==> src/rtl/led_pattern_gen.sv <==
// LED pattern engine: prescaled step tick driving rotate-left/right, bounce and fill patterns.
// A mode change reseeds the pattern, and any illegal pattern is reseeded on the next step.
module led_pattern_gen #(
  parameter int unsigned WIDTH    = 10,
  parameter int unsigned TOPVALUE = 50_000_000
) (
  input  logic             clk,
  input  logic             rst,
  input  logic             en,
  input  logic [1:0]       mode,
  input  logic [1:0]       speed,
  output logic [WIDTH-1:0] qLeds,
  output logic             tick
);

  localparam int unsigned CW = $clog2(TOPVALUE + 1);

  localparam logic [1:0] ROT_L  = 2'b00;
  localparam logic [1:0] ROT_R  = 2'b01;
  localparam logic [1:0] BOUNCE = 2'b10;
  localparam logic [1:0] FILL   = 2'b11;

  typedef enum logic {
    LEFT  = 1'b0,
    RIGHT = 1'b1
  } dir_t;

  logic [CW-1:0]    cnt;
  logic [CW-1:0]    cnt_nxt;
  logic [CW-1:0]    limit_c;
  logic [WIDTH-1:0] leds_nxt;
  logic             tick_nxt;
  logic             term_c;
  logic             legal_c;
  logic [1:0]       mode_q;
  dir_t             dir;
  dir_t             dir_nxt;

  function automatic logic [WIDTH-1:0] seed(input logic [1:0] m);
    return (m == FILL) ? '0 : WIDTH'(1);
  endfunction

  // Speed divides the base period; a zero result clamps to one cycle per step.
  always_comb begin
    limit_c = CW'(TOPVALUE >> speed);
    if (limit_c == '0) limit_c = CW'(1);
  end

  assign term_c  = en && (cnt >= (limit_c - CW'(1)));
  assign legal_c = (mode_q == FILL) ? ((qLeds & (qLeds + WIDTH'(1))) == '0)
                                    : $onehot(qLeds);

  always_comb begin
    cnt_nxt  = cnt;
    leds_nxt = qLeds;
    dir_nxt  = dir;
    tick_nxt = 1'b0;
    if (mode != mode_q) begin
      cnt_nxt  = '0;
      leds_nxt = seed(mode);
      dir_nxt  = LEFT;
    end else if (term_c) begin
      cnt_nxt  = '0;
      tick_nxt = 1'b1;
      if (!legal_c) begin
        leds_nxt = seed(mode_q);
        dir_nxt  = LEFT;
      end else begin
        case (mode_q)
          ROT_L: leds_nxt = (qLeds << 1) | (qLeds >> (WIDTH - 1));
          ROT_R: leds_nxt = (qLeds >> 1) | (qLeds << (WIDTH - 1));
          BOUNCE: begin
            // A single LED has nowhere to move, so it simply holds.
            if (WIDTH > 1) begin
              if (dir == LEFT) begin
                if (qLeds[WIDTH-1]) begin
                  dir_nxt  = RIGHT;
                  leds_nxt = qLeds >> 1;
                end else begin
                  leds_nxt = qLeds << 1;
                end
              end else begin
                if (qLeds[0]) begin
                  dir_nxt  = LEFT;
                  leds_nxt = qLeds << 1;
                end else begin
                  leds_nxt = qLeds >> 1;
                end
              end
            end
          end
          default: leds_nxt = (&qLeds) ? '0 : ((qLeds << 1) | WIDTH'(1));
        endcase
      end
    end else if (en) begin
      cnt_nxt = cnt + CW'(1);
    end
  end

  always_ff @(posedge clk) begin
    if (rst) begin
      cnt    <= '0;
      tick   <= 1'b0;
      dir    <= LEFT;
      mode_q <= mode;
      qLeds  <= seed(mode);
    end else begin
      cnt    <= cnt_nxt;
      tick   <= tick_nxt;
      dir    <= dir_nxt;
      mode_q <= mode;
      qLeds  <= leds_nxt;
    end
  end

endmodule

==> config.mk <==
export PLATFORM = sky130hd
export DESIGN_NAME = led_pattern_gen
export DESIGN_NICKNAME = d
export VERILOG_FILES = /design/src/rtl/led_pattern_gen.sv
export SDC_FILE = /design/constraint.sdc
export NUM_CORES = 1
export LEC_CHECK = 0
export ABC_AREA = 0
export CAP_MARGIN = 25
export CORE_MARGIN = 2
export CORE_UTILIZATION = 60
export CTS_BUF_LIST = sky130_fd_sc_hd__clkbuf_16
export DETAILED_ROUTE_END_ITERATION = 12
export GPL_TIMING_DRIVEN = 0
export PLACE_DENSITY = 0.88
export REMOVE_ABC_BUFFERS = 1
export SLEW_MARGIN = 20
export SYNTH_ARGS = -nofsm -noshare
export SYNTH_HDL_FRONTEND = slang
export SYNTH_SLANG_ARGS = --single-unit
==> constraint.sdc <==
create_clock -name clk -period 7.2 [get_ports clk]
set_clock_uncertainty 0.2 [all_clocks]
set_input_delay 0.72 -clock clk [delete_from_list [all_inputs] [get_ports clk]]
set_output_delay 0.72 -clock clk [all_outputs]
set_load 0.05 [all_outputs]
# Word-level counts from Yosys, hierarchy flattened
# Cells that the tools add are included.
# classes
add_sub_neg	12
n_mul	0
div	0
n_lt_le_gt_ge	1
eq_ne	7
shift	1
n_mux	19
bitwise_logic	3
reduce_logical	9
# ops
op	n
$mux 10	8
$pmux 10 s3	1
$add 26x1->26 const B	1
$ge 26x26->1	1
$logic_not 26->1	1
$mux 26	1
$shr 26x2->26 const A	1
$sub 26x1->26 const B	1
$add 1x1->2	5
$add 10x1->10 const B	1
$and 10x10->10	1
$logic_not 10->1	1
$or 10x1->10	1
$or 9x10->10	1
$reduce_and 10->1	1
$mux 1	9
$add 2x2->3	2
$eq 2x2->1 const B	3
$add 3x3->4	1
$add 4x2->4	1
$eq 4x1->1 const B	1
$reduce_bool 3->1	1
$reduce_or 3->1	1
$eq 2x1->1 const B	1
6 further kinds	6
# word_totals
reg_bits	40
latchBits	0
mem_bits_rw	0
rom_bits	0
inputBits	7
out_inout_bits	11
n_memories	0

# Longest topological paths before layout
# Gate-level depths: netlist of the first run.
# logic_depth
depth_word	10
depth_mapped	14

# Worst setup path after synthesis of the first run
# OpenSTA, ideal clock, no wires.
# synth_path
kind	register to register
start	register qLeds[0]
end	register qLeds[0] (data pin)
setup_ns	0.293
arrival_time_ns	3.774
required_ns	6.707
setup_slack_ns	2.933
path_stages_with_launch	15
n_path_buf	0
period_less_slack_ns	4.267
cell_sequence	edfxtp_1 fa_1 fa_1 inv_1 fa_1 inv_1 ha_1 inv_1 fa_1 a2111oi_0 a21oi_1 nand4b_1 nand2_1 a22o_1 a31oi_1
# synth_via
elab_chain_cells	10
word_cells_on_any_way	18
# synth_lines
element	line_no	text
start, declared	12	output logic [WIDTH-1:0] qLeds,
start signal, assigned	106	qLeds <= seed(mode);
start signal, assigned	112	qLeds <= leds_nxt;
$add 1x1->2 (implied by the code)	51	: $onehot(qLeds);
$add 2x2->3 (implied by the code)	51	
$add 3x3->4 (implied by the code)	51	
$add 4x2->4 (implied by the code)	51	
$eq 4x1->1	51	
$mux 1	50	assign legal_c = (mode_q == FILL) ? ((qLeds & (qLeds + WIDTH'(1))) == '0)
$mux 10 *	65	if (!legal_c) begin
$mux 10 *	62	end else if (term_c) begin
$mux 10 *	58	if (mode != mode_q) begin
$mux 10 *	101	if (rst) begin
# Every way passes the cells marked *; elsewhere a longest branch is shown, timed or not. The select of a mux whose other input is x is not followed.
# A chain may end at the register's enable or synchronous reset.

# Final worst setup path of the first run
# layout_path
start	register qLeds[0]
end	register qLeds[8] (data pin)
# The elaborated chain is that of the path after synthesis.

==> reports/summary.md, run 1 <==
X dimension of the die: 71.07 µm. TritonCTS built the clock tree. The final-report max-slew violation count came out at 0.

sky130_fd_sc_hd__dfxtp_1 takes more of the synthesized area than any other cell. The tools report the sequential power share as 43.7%. The kind of launch point of the worst setup path is a register. Number of antenna violations at the first check in global routing: 0.

For the final count of negative-setup-slack endpoints, the log shows 0. After layout, the design draws a total of 0.0005675 W. Dividing the detail-routed wire length by the instance count gives 14.39 µm. The clock reaches the later pin of the worst-skew pair after 0.28 ns. The worst setup path is captured at a register. For this configuration, the core starts out at a cell density of 61.98%. The shortest period the worst path allows was 4.380 ns. The tools report the arrival time reported for the critical path endpoint as 4.31 ns.

By instance count, the leading cell after synthesis is sky130_fd_sc_hd__nor2_1. Number of placed cells counting well taps: 375. The H-tree level count is 2, and the maximum number of pins on one net before global-route repair is 34. The number of sinks on the clock net is 40. The logs give 69.83% for the share of the core filled with cells and 5 for the number of buffers added by the clock tree synthesis step. Yosys attributes the largest share of cell area to sky130_fd_sc_hd__dfxtp_1 (22%), sky130_fd_sc_hd__ha_1 (12%), sky130_fd_sc_hd__edfxtp_1 (11%). The highest fanout seen on the critical path was 10. In this run, distinct cell masters in the synthesized netlist total 48. The run gives 312 as the instance count of the mapped netlist. For this design the top-level I/O count stands at 18. In this run the deepest clock path goes through 2 buffers. In this run the worst hold path is classified as register to register.

The floorplan has 24 rows. The remaining antenna violation count after routing was 0; the average footprint of a synthesized cell was 8.650 µm². Setup total negative slack on the finished layout was measured at 0 ns.

The power density of the placed cells came out at 186.6 mW/mm². The number of global-route vias before repair is 2232. The total number of yosys warnings was 0. The number of detailed-route iterations in the first pass was 11; the cell-internal power was 0.0004037 W. In this run the tightest slew margin relative to its limit is 50.98%. In the synthesized netlist the async set-or-reset flop fraction comes to 0%. Number of hold-slack violations in the final timing report: 0.

The commonest cells after synthesis are sky130_fd_sc_hd__nor2_1 (44), sky130_fd_sc_hd__dfxtp_1 (30), sky130_fd_sc_hd__nand2_1 (28). In this run, synthesis inferred 10 flip-flops with an integrated enable. Based on the critical path, the design can be clocked at up to 228.3 MHz. After detailed routing, the number of vias per cell comes to 5.737. Once the clock tree was built, the resizer swapped 0 gates to a different size. The class of the most critical setup path was register to register. After synthesis the netlist holds a flip-flop and latch count of 40.

For the global-route wire length before repair, the log shows 9804 µm. The clock network fraction of design power is 37.1%, and the net total in the final layout is 369. The flow ran to the end, but the final reports show violations.

The die extent in y works out to 71.07 µm. The number of buffers inserted by hold repair at cts is 0, and the switching portion of total power is 28.86%. For this design the static power due to leakage is 1.214 nW. The final global-route overflow total is 0, and the final critical-path share of the clock period is 60.83%. VDD sags by at most 0.1543 mV. The number of buffers inserted by port buffering is 17. For this block, the initial DRC count from the detailed router was 186. The core region is 0.004354 mm².

0 antenna diodes ended up in the layout. For the number of design rule violations left after detail routing, the log shows 1. The layout-stage area growth over the synthesis result works out to 12.66%. Among all flip-flop cells after synthesis, the most frequent one is sky130_fd_sc_hd__dfxtp_1. Of the post-synthesis cell area, the dominant cell type holds 22.25%. The checks that failed: DRC. Per report_power, the combinational group accounts for 19.2% of the total. Buffers added to address setup during post-CTS repair amount to 0.

The cell sitting at the root of the clock tree is a sky130_fd_sc_hd__clkbuf_16. At the end of routability-driven placement, the weighted congestion stood at 0.8505. In this run the power spent charging and discharging nets is 0.0001638 W. For the area of the mapped netlist, the log shows 0.002699 mm². The post-CTS clock slew at the launch and capture registers of the worst setup and hold paths was 0.06 ns.

Total via count after detailed routing: 2203. The logs give 24.28% for the global-route total usage across every layer and 33.38% for the portion of the post-synthesis area used by sequential elements. Cells with a size suffix above 1 make up 4.819% of the layout.

Setup repair after global routing left no endpoint under its margin. The die footprint came out at 0.005050 mm². Leaving out filler cells and counting taps, the final layout contains 384. Once detailed placement completed, the half-perimeter wirelength came to 4025 µm.

The actual slew at the worst max-slew pin works out to 0.7286 ns. For the required time of the critical path, the log shows 7.13 ns. For this block, the routed nets add up to 5527 µm of wire. The number of max-cap violations was 0.
[per-stage QoR]
stage	worst slack, ns	hold slack, ns	cell area (µm²)
2_1_floorplan	2.934	0.2855	2661
3_3_place_gp	2.836	0.3080	2897
3_5_place_dp	2.789	0.3207	2897
4_1_cts	2.731	0.3330	3035
5_1_grt	2.442	0.3443	3040
6_report	2.820	0.3351	3040
[logic make-up after synthesis]
group	count (synthesis)	synth area share [%]
simple gates	132	24.34
compound gates	51	12.80
flops	40	33.38
fa+ha+maj	31	16.04
buf+inv	30	4.729
xor+xnor	26	8.438
other cells	2	0.2783
[power groups by stage]
stage          Clock [W]  Combinational [W]  Sequential, W
4_1_cts         0.000214           0.000110       0.000248
2_1_floorplan          0          0.0000619       0.000266
3_3_place_gp           0           0.000105       0.000253
6_report        0.000210           0.000109       0.000248
5_1_grt         0.000223           0.000125       0.000250
3_5_place_dp           0           0.000107       0.000253
[routing by layer]
| layer | GRT usage (%) | share of wire (%) | vias up |
|---|---|---|---|
| met5 | 0 | 0 | - |
| met4 | 6.709 | 1.4 | 0 |
| met3 | 4.986 | 2.6 | 9 |
| met2 | 43.30 | 50 | 36 |
| met1 | 29.72 | 47 | 1017 |
| li1 | - | - | 1141 |
[cells in the final DEF (no fill, tap or decap), types with 2 or more instances in the layout]
master / synthesis / routed
sky130_fd_sc_hd__a21o_1: 3 / 3
sky130_fd_sc_hd__a21oi_1: 15 / 15
sky130_fd_sc_hd__a22oi_1: 7 / 7
sky130_fd_sc_hd__a31oi_1: 2 / 2
sky130_fd_sc_hd__and3_1: 6 / 6
sky130_fd_sc_hd__and4_1: 4 / 4
sky130_fd_sc_hd__clkbuf_16: 0 / 5
sky130_fd_sc_hd__clkdlybuf4s50_1: 0 / 17
sky130_fd_sc_hd__clkinv_2: 0 / 2
sky130_fd_sc_hd__conb_1: 2 / 4
sky130_fd_sc_hd__dfxtp_1: 30 / 30
sky130_fd_sc_hd__edfxtp_1: 10 / 10
sky130_fd_sc_hd__fa_1: 6 / 6
sky130_fd_sc_hd__ha_1: 25 / 25
sky130_fd_sc_hd__inv_1: 22 / 22
sky130_fd_sc_hd__nand2_1: 28 / 28
sky130_fd_sc_hd__nand3_1: 12 / 12
sky130_fd_sc_hd__nand4_1: 13 / 13
sky130_fd_sc_hd__nor2_1: 44 / 44
sky130_fd_sc_hd__nor2b_1: 5 / 5
sky130_fd_sc_hd__nor3_1: 5 / 5
sky130_fd_sc_hd__nor4_1: 4 / 4
sky130_fd_sc_hd__o21a_1: 2 / 2
sky130_fd_sc_hd__o21ai_0: 7 / 7
sky130_fd_sc_hd__o221a_2: 2 / 2
sky130_fd_sc_hd__o22ai_1: 2 / 2
sky130_fd_sc_hd__or2_2: 2 / 2
sky130_fd_sc_hd__xnor2_1: 5 / 5
sky130_fd_sc_hd__xor2_1: 21 / 21
[sequential cells by signal (all words and copies together), names as in the netlist]
name / count
dir: 1
cnt: 26
qLeds: 10
tick: 1
mode_q: 2
[critical path, cell delays in order, from the launching register on]
cell and delay [ns]:
sky130_fd_sc_hd__edfxtp_1 0.55, sky130_fd_sc_hd__fa_1 0.55, sky130_fd_sc_hd__fa_1 0.52, sky130_fd_sc_hd__inv_1 0.05, sky130_fd_sc_hd__fa_1 0.43, sky130_fd_sc_hd__inv_1 0.07, sky130_fd_sc_hd__ha_1 0.14, sky130_fd_sc_hd__inv_1 0.05
sky130_fd_sc_hd__fa_1 0.37, sky130_fd_sc_hd__a2111oi_0 0.40, sky130_fd_sc_hd__a21oi_1 0.08, sky130_fd_sc_hd__nand4b_1 0.25, sky130_fd_sc_hd__nand2_1 0.16, sky130_fd_sc_hd__nand2_1 0.20, sky130_fd_sc_hd__a21oi_1 0.18
[path summary, 6_finish.rpt]
| path | start | to | slack, ns | depth (start not counted) |
|---|---|---|---|---|
| worst max-delay path | qLeds[0] | qLeds[8] | 2.82 | 14 |
| worst min-delay path | cnt[25] | cnt[25] | 0.34 | 2 |
| worst max register to register | qLeds[0] | qLeds[8] | 2.82 | 14 |
| worst min register to register | cnt[25] | cnt[25] | 0.34 | 2 |
[cell type report]
cell class,instances,area [µm²]
flip-flops and latches,40,900.9
multi-input cells,244,1678
well taps,52,65.06
inverters,22,82.58
fillers,328,1314
clock inverters,3,13.76
clock buffers,5,125.1
repair buffers,18,175.2
Note: power is estimated with default switching activity, not from simulation.
==> run 2: changes to the inputs <==
- CORE_UTILIZATION: 60 -> 53
- PLACE_DENSITY: 0.88 -> 0.83
- clock period: 7.2 -> 3.7 ns (I/O delays scaled with it)
==> run 2 against run 1 <==
The flow finishes with violations (setup timing). Setup slack worse by 3.1 ns. Register-to-register slack worse by 3.1 ns. Cell area up 6.5%. Combinational power increased to 3.0 times the previous value. Critical path type unchanged. Largest cell class unchanged.
==> reports/summary.md, run 2 (synthesis results as in run 1) <==
Dividing the detail-routed wire length by the instance count gives 16.27 µm. The final critical path takes up 107.9% of the cycle. The tools report the post-layout total power as 0.001225 W.

The layout-stage area growth over the synthesis result was 19.93%; the number of design rule violations left after detail routing was 0. For this design the static power due to leakage is 1.293 nW. The register with the most flip-flops in the layout has 26 of them. The I/O pin count is 18, and the sequential cell area is 900.9 µm². Of the total power, combinational logic draws 27.1%. The clock reaches the later pin of the worst-skew pair after 0.28 ns. The number of hold-slack violations in the final timing report is 0, and the share of the core filled with cells is 67.19%.

Setup violations remaining at the end of the flow were counted as 11. The class of the most critical setup path was register to register. The run gives 44.91% as the relative max-transition margin. The path class of the tightest hold or removal check is register to register.

TritonCTS built the clock tree. The number of antenna violations at the first check in global routing is 0. The startpoint identified for the worst register-to-register timing path is qLeds[3]. The x dimension of the die came out at 75.36 µm.

In the final layout, the registers with the most flip-flops are cnt (26), qLeds (10), mode_q (2). The accumulated negative setup slack was -2.645 ns; the H-tree level count was 2. The flow ran to the end, but the final reports show violations. Dividing the detail-routed via count by the number of cells gives 6.085. Count of standard-cell rows: 25. The tools report the source of the critical timing path as qLeds[3]. The tools report the kind of launch point of the worst setup path as a register. Once the floorplan was initialized, standard cells occupied 56.03% of the core. Summed over all layers, the routed wires come to 6719 µm. The floorplan step defined a core boundary enclosing 0.004817 mm². The maximum clock path buffer count was 2; the power density of the placed cells was 378.4 mW/mm².

Static timing analysis puts the maximum clock frequency at 250.4 MHz. The violation count after the first detailed-routing iteration was 226. Once detail routing completed, the nets flagged for antenna violations numbered 0.

The net total in the final layout is 383. For the maximum number of pins on one net before global-route repair, the log shows 34. The first global-routing pass estimated 9936 µm of wire. The final reports fail on setup timing.

For this run, global-route usage on met3 was measured as 7.407%. Leaving out fill and tap cells, the most frequent cells in the layout are sky130_fd_sc_hd__nor2_1 (40), sky130_fd_sc_hd__dfxtp_1 (30), sky130_fd_sc_hd__nand2_1 (26), sky130_fd_sc_hd__ha_1 (24), sky130_fd_sc_hd__inv_1 (22). The met1 global-route usage is 27.23%. In this run switching power makes up 30.97% of total power.

Startpoint of the tightest hold check path: cnt[25]. For the cell-internal power, the log shows 0.0008454 W. The die extent in y is 75.36 µm. Ranked by flip-flop count, first place goes to cnt.

The run gives 2279 as the number of global-route vias before repair. Global-route total usage across every layer: 23.06%. Hold repair after CTS inserted 0 buffers.

The actual slew at the worst max-slew pin was 0.8188 ns; the met2 demand-to-capacity share in global routing was 38.94%. Routability-driven placement finished with a final weighted congestion of 0.8326. Setup repair after global routing could not meet its margin everywhere. After filler insertion, the fill cell instance count of the layout stands at 387.

Shortest period the worst path allows: 3.993 ns. The most heavily used metal layer in global routing is met2. The finished layout holds 413 standard cells, fillers aside.

After global routing the overflow that remains totals 0. For the die footprint, the log shows 0.005679 mm². Post-CTS clock slew at the launch and capture registers of the worst setup and hold paths: 0.06 ns. Across the VDD grid, the largest voltage drop is 0.2407 mV.

The tools report the antenna diode count as 0. Final-report max-slew violation count: 0. The arrival time reported for the critical path endpoint is 3.81 ns. Along the worst path, the maximum fanout reaches 5. The analysis attributes to net switching a power of 0.0003793 W. The worst setup slack after layout was -0.2934 ns; the total via count after detailed routing was 2513. The tools report the number of buffers added by the clock tree synthesis step as 5. Most common library cell in the layout ignoring fill and taps: sky130_fd_sc_hd__nor2_1.

Registers are responsible for 38.9% of the overall power. The worst setup path is captured at a register. The clock network fraction of design power is 34.0%, and the register-to-register setup slack is -0.29 ns. STA puts the critical path data required time at 3.52 ns. The tree is rooted in a sky130_fd_sc_hd__clkbuf_16. After legalization and detailed placement, the total HPWL measured 4223 µm. Across the run, the number of max-cap violations was 0. Input and output buffers added on the ports amount to 17. The share of cells above drive strength 1 is 11.85%. The multi-input combinational cells in the finished layout cover a total of 0.001763 mm².

The first TritonRoute pass finished after 5 iterations. Including well taps, the total number of placed cells is 390. The tree built by TritonCTS fans out to 40 sinks.
-- run 2: changes by cell type in the layout (fill, tap and decap cells not counted), moves of 2 or more --
cell / before / now
sky130_fd_sc_hd__buf_4: 0 / 12
sky130_fd_sc_hd__nor2_1: 44 / 40
sky130_fd_sc_hd__nor2_2: 0 / 4
sky130_fd_sc_hd__a21oi_1: 15 / 13
sky130_fd_sc_hd__a21oi_2: 0 / 2
sky130_fd_sc_hd__clkinv_2: 2 / 0
sky130_fd_sc_hd__nand2_1: 28 / 26
sky130_fd_sc_hd__nand2_2: 0 / 2
-- run 2: what timing repair did --
action	4_1_cts	5_1_grt
cloned	0	2
buffers inserted	8	4
endpoints found under the setup margin	21	44
pin swaps	14	6
resized for setup	7	11
-- run 2: metrics by stage --
step | setup WS [ns] | instance area [µm²] | hold slack (ns)
final | -0.2934 | 3237 | 0.3363
after global routing | -0.4561 | 3237 | 0.3852
after CTS | -0.2529 | 3133 | 0.3418
after detailed placement | -0.6788 | 2915 | 0.3112
after global placement | -0.6513 | 2915 | 0.3113
after floorplan | -0.5665 | 2661 | 0.1977
-- run 2: final cells by class --
cell class / instances / area share, %
Clock inverter: 3 / 0.5025
Multi-Input combinational cell: 246 / 54.46
Tap cell: 67 / 2.590
Sequential cell: 40 / 27.83
Clock buffer: 5 / 3.865
Timing Repair Buffer: 30 / 8.195
Inverter: 22 / 2.551
-- run 2: worst paths after layout --
kind,to,cells after the start
setup / recovery,qLeds[0],14
hold / removal,cnt[25],2
hold reg to reg,cnt[25],2
setup reg to reg,qLeds[0],14
-- run 2: power by group through the flow --
stage	logic [W]	registers (W)	clock network, W
global placement	0.000202	0.000492	0
detailed placement	0.000208	0.000492	0
floorplan	0.000120	0.000517	0
finish	0.000332	0.000476	0.000416
CTS	0.000252	0.000474	0.000422
global route	0.000358	0.000478	0.000441
-- run 2: worst max-delay path, stage by stage, from the launching register on --
cell and delay [ns]:
sky130_fd_sc_hd__edfxtp_1 0.46, sky130_fd_sc_hd__fa_1 0.53, sky130_fd_sc_hd__fa_1 0.50, sky130_fd_sc_hd__inv_1 0.05, sky130_fd_sc_hd__fa_1 0.45, sky130_fd_sc_hd__inv_2 0.09, sky130_fd_sc_hd__ha_4 0.13, sky130_fd_sc_hd__inv_2 0.04
sky130_fd_sc_hd__fa_2 0.36, sky130_fd_sc_hd__a2111oi_4 0.19, sky130_fd_sc_hd__a21oi_1 0.06, sky130_fd_sc_hd__nand4b_1 0.26, sky130_fd_sc_hd__nand2_2 0.17, sky130_fd_sc_hd__a22o_1 0.15, sky130_fd_sc_hd__a31oi_1 0.08
-- run 2: routing by layer --
metal	vias to the layer above	wire (µm)
li1	1172	-
met1	1195	2805
met2	109	3188
met3	37	460
met4	0	264
met5	-	0
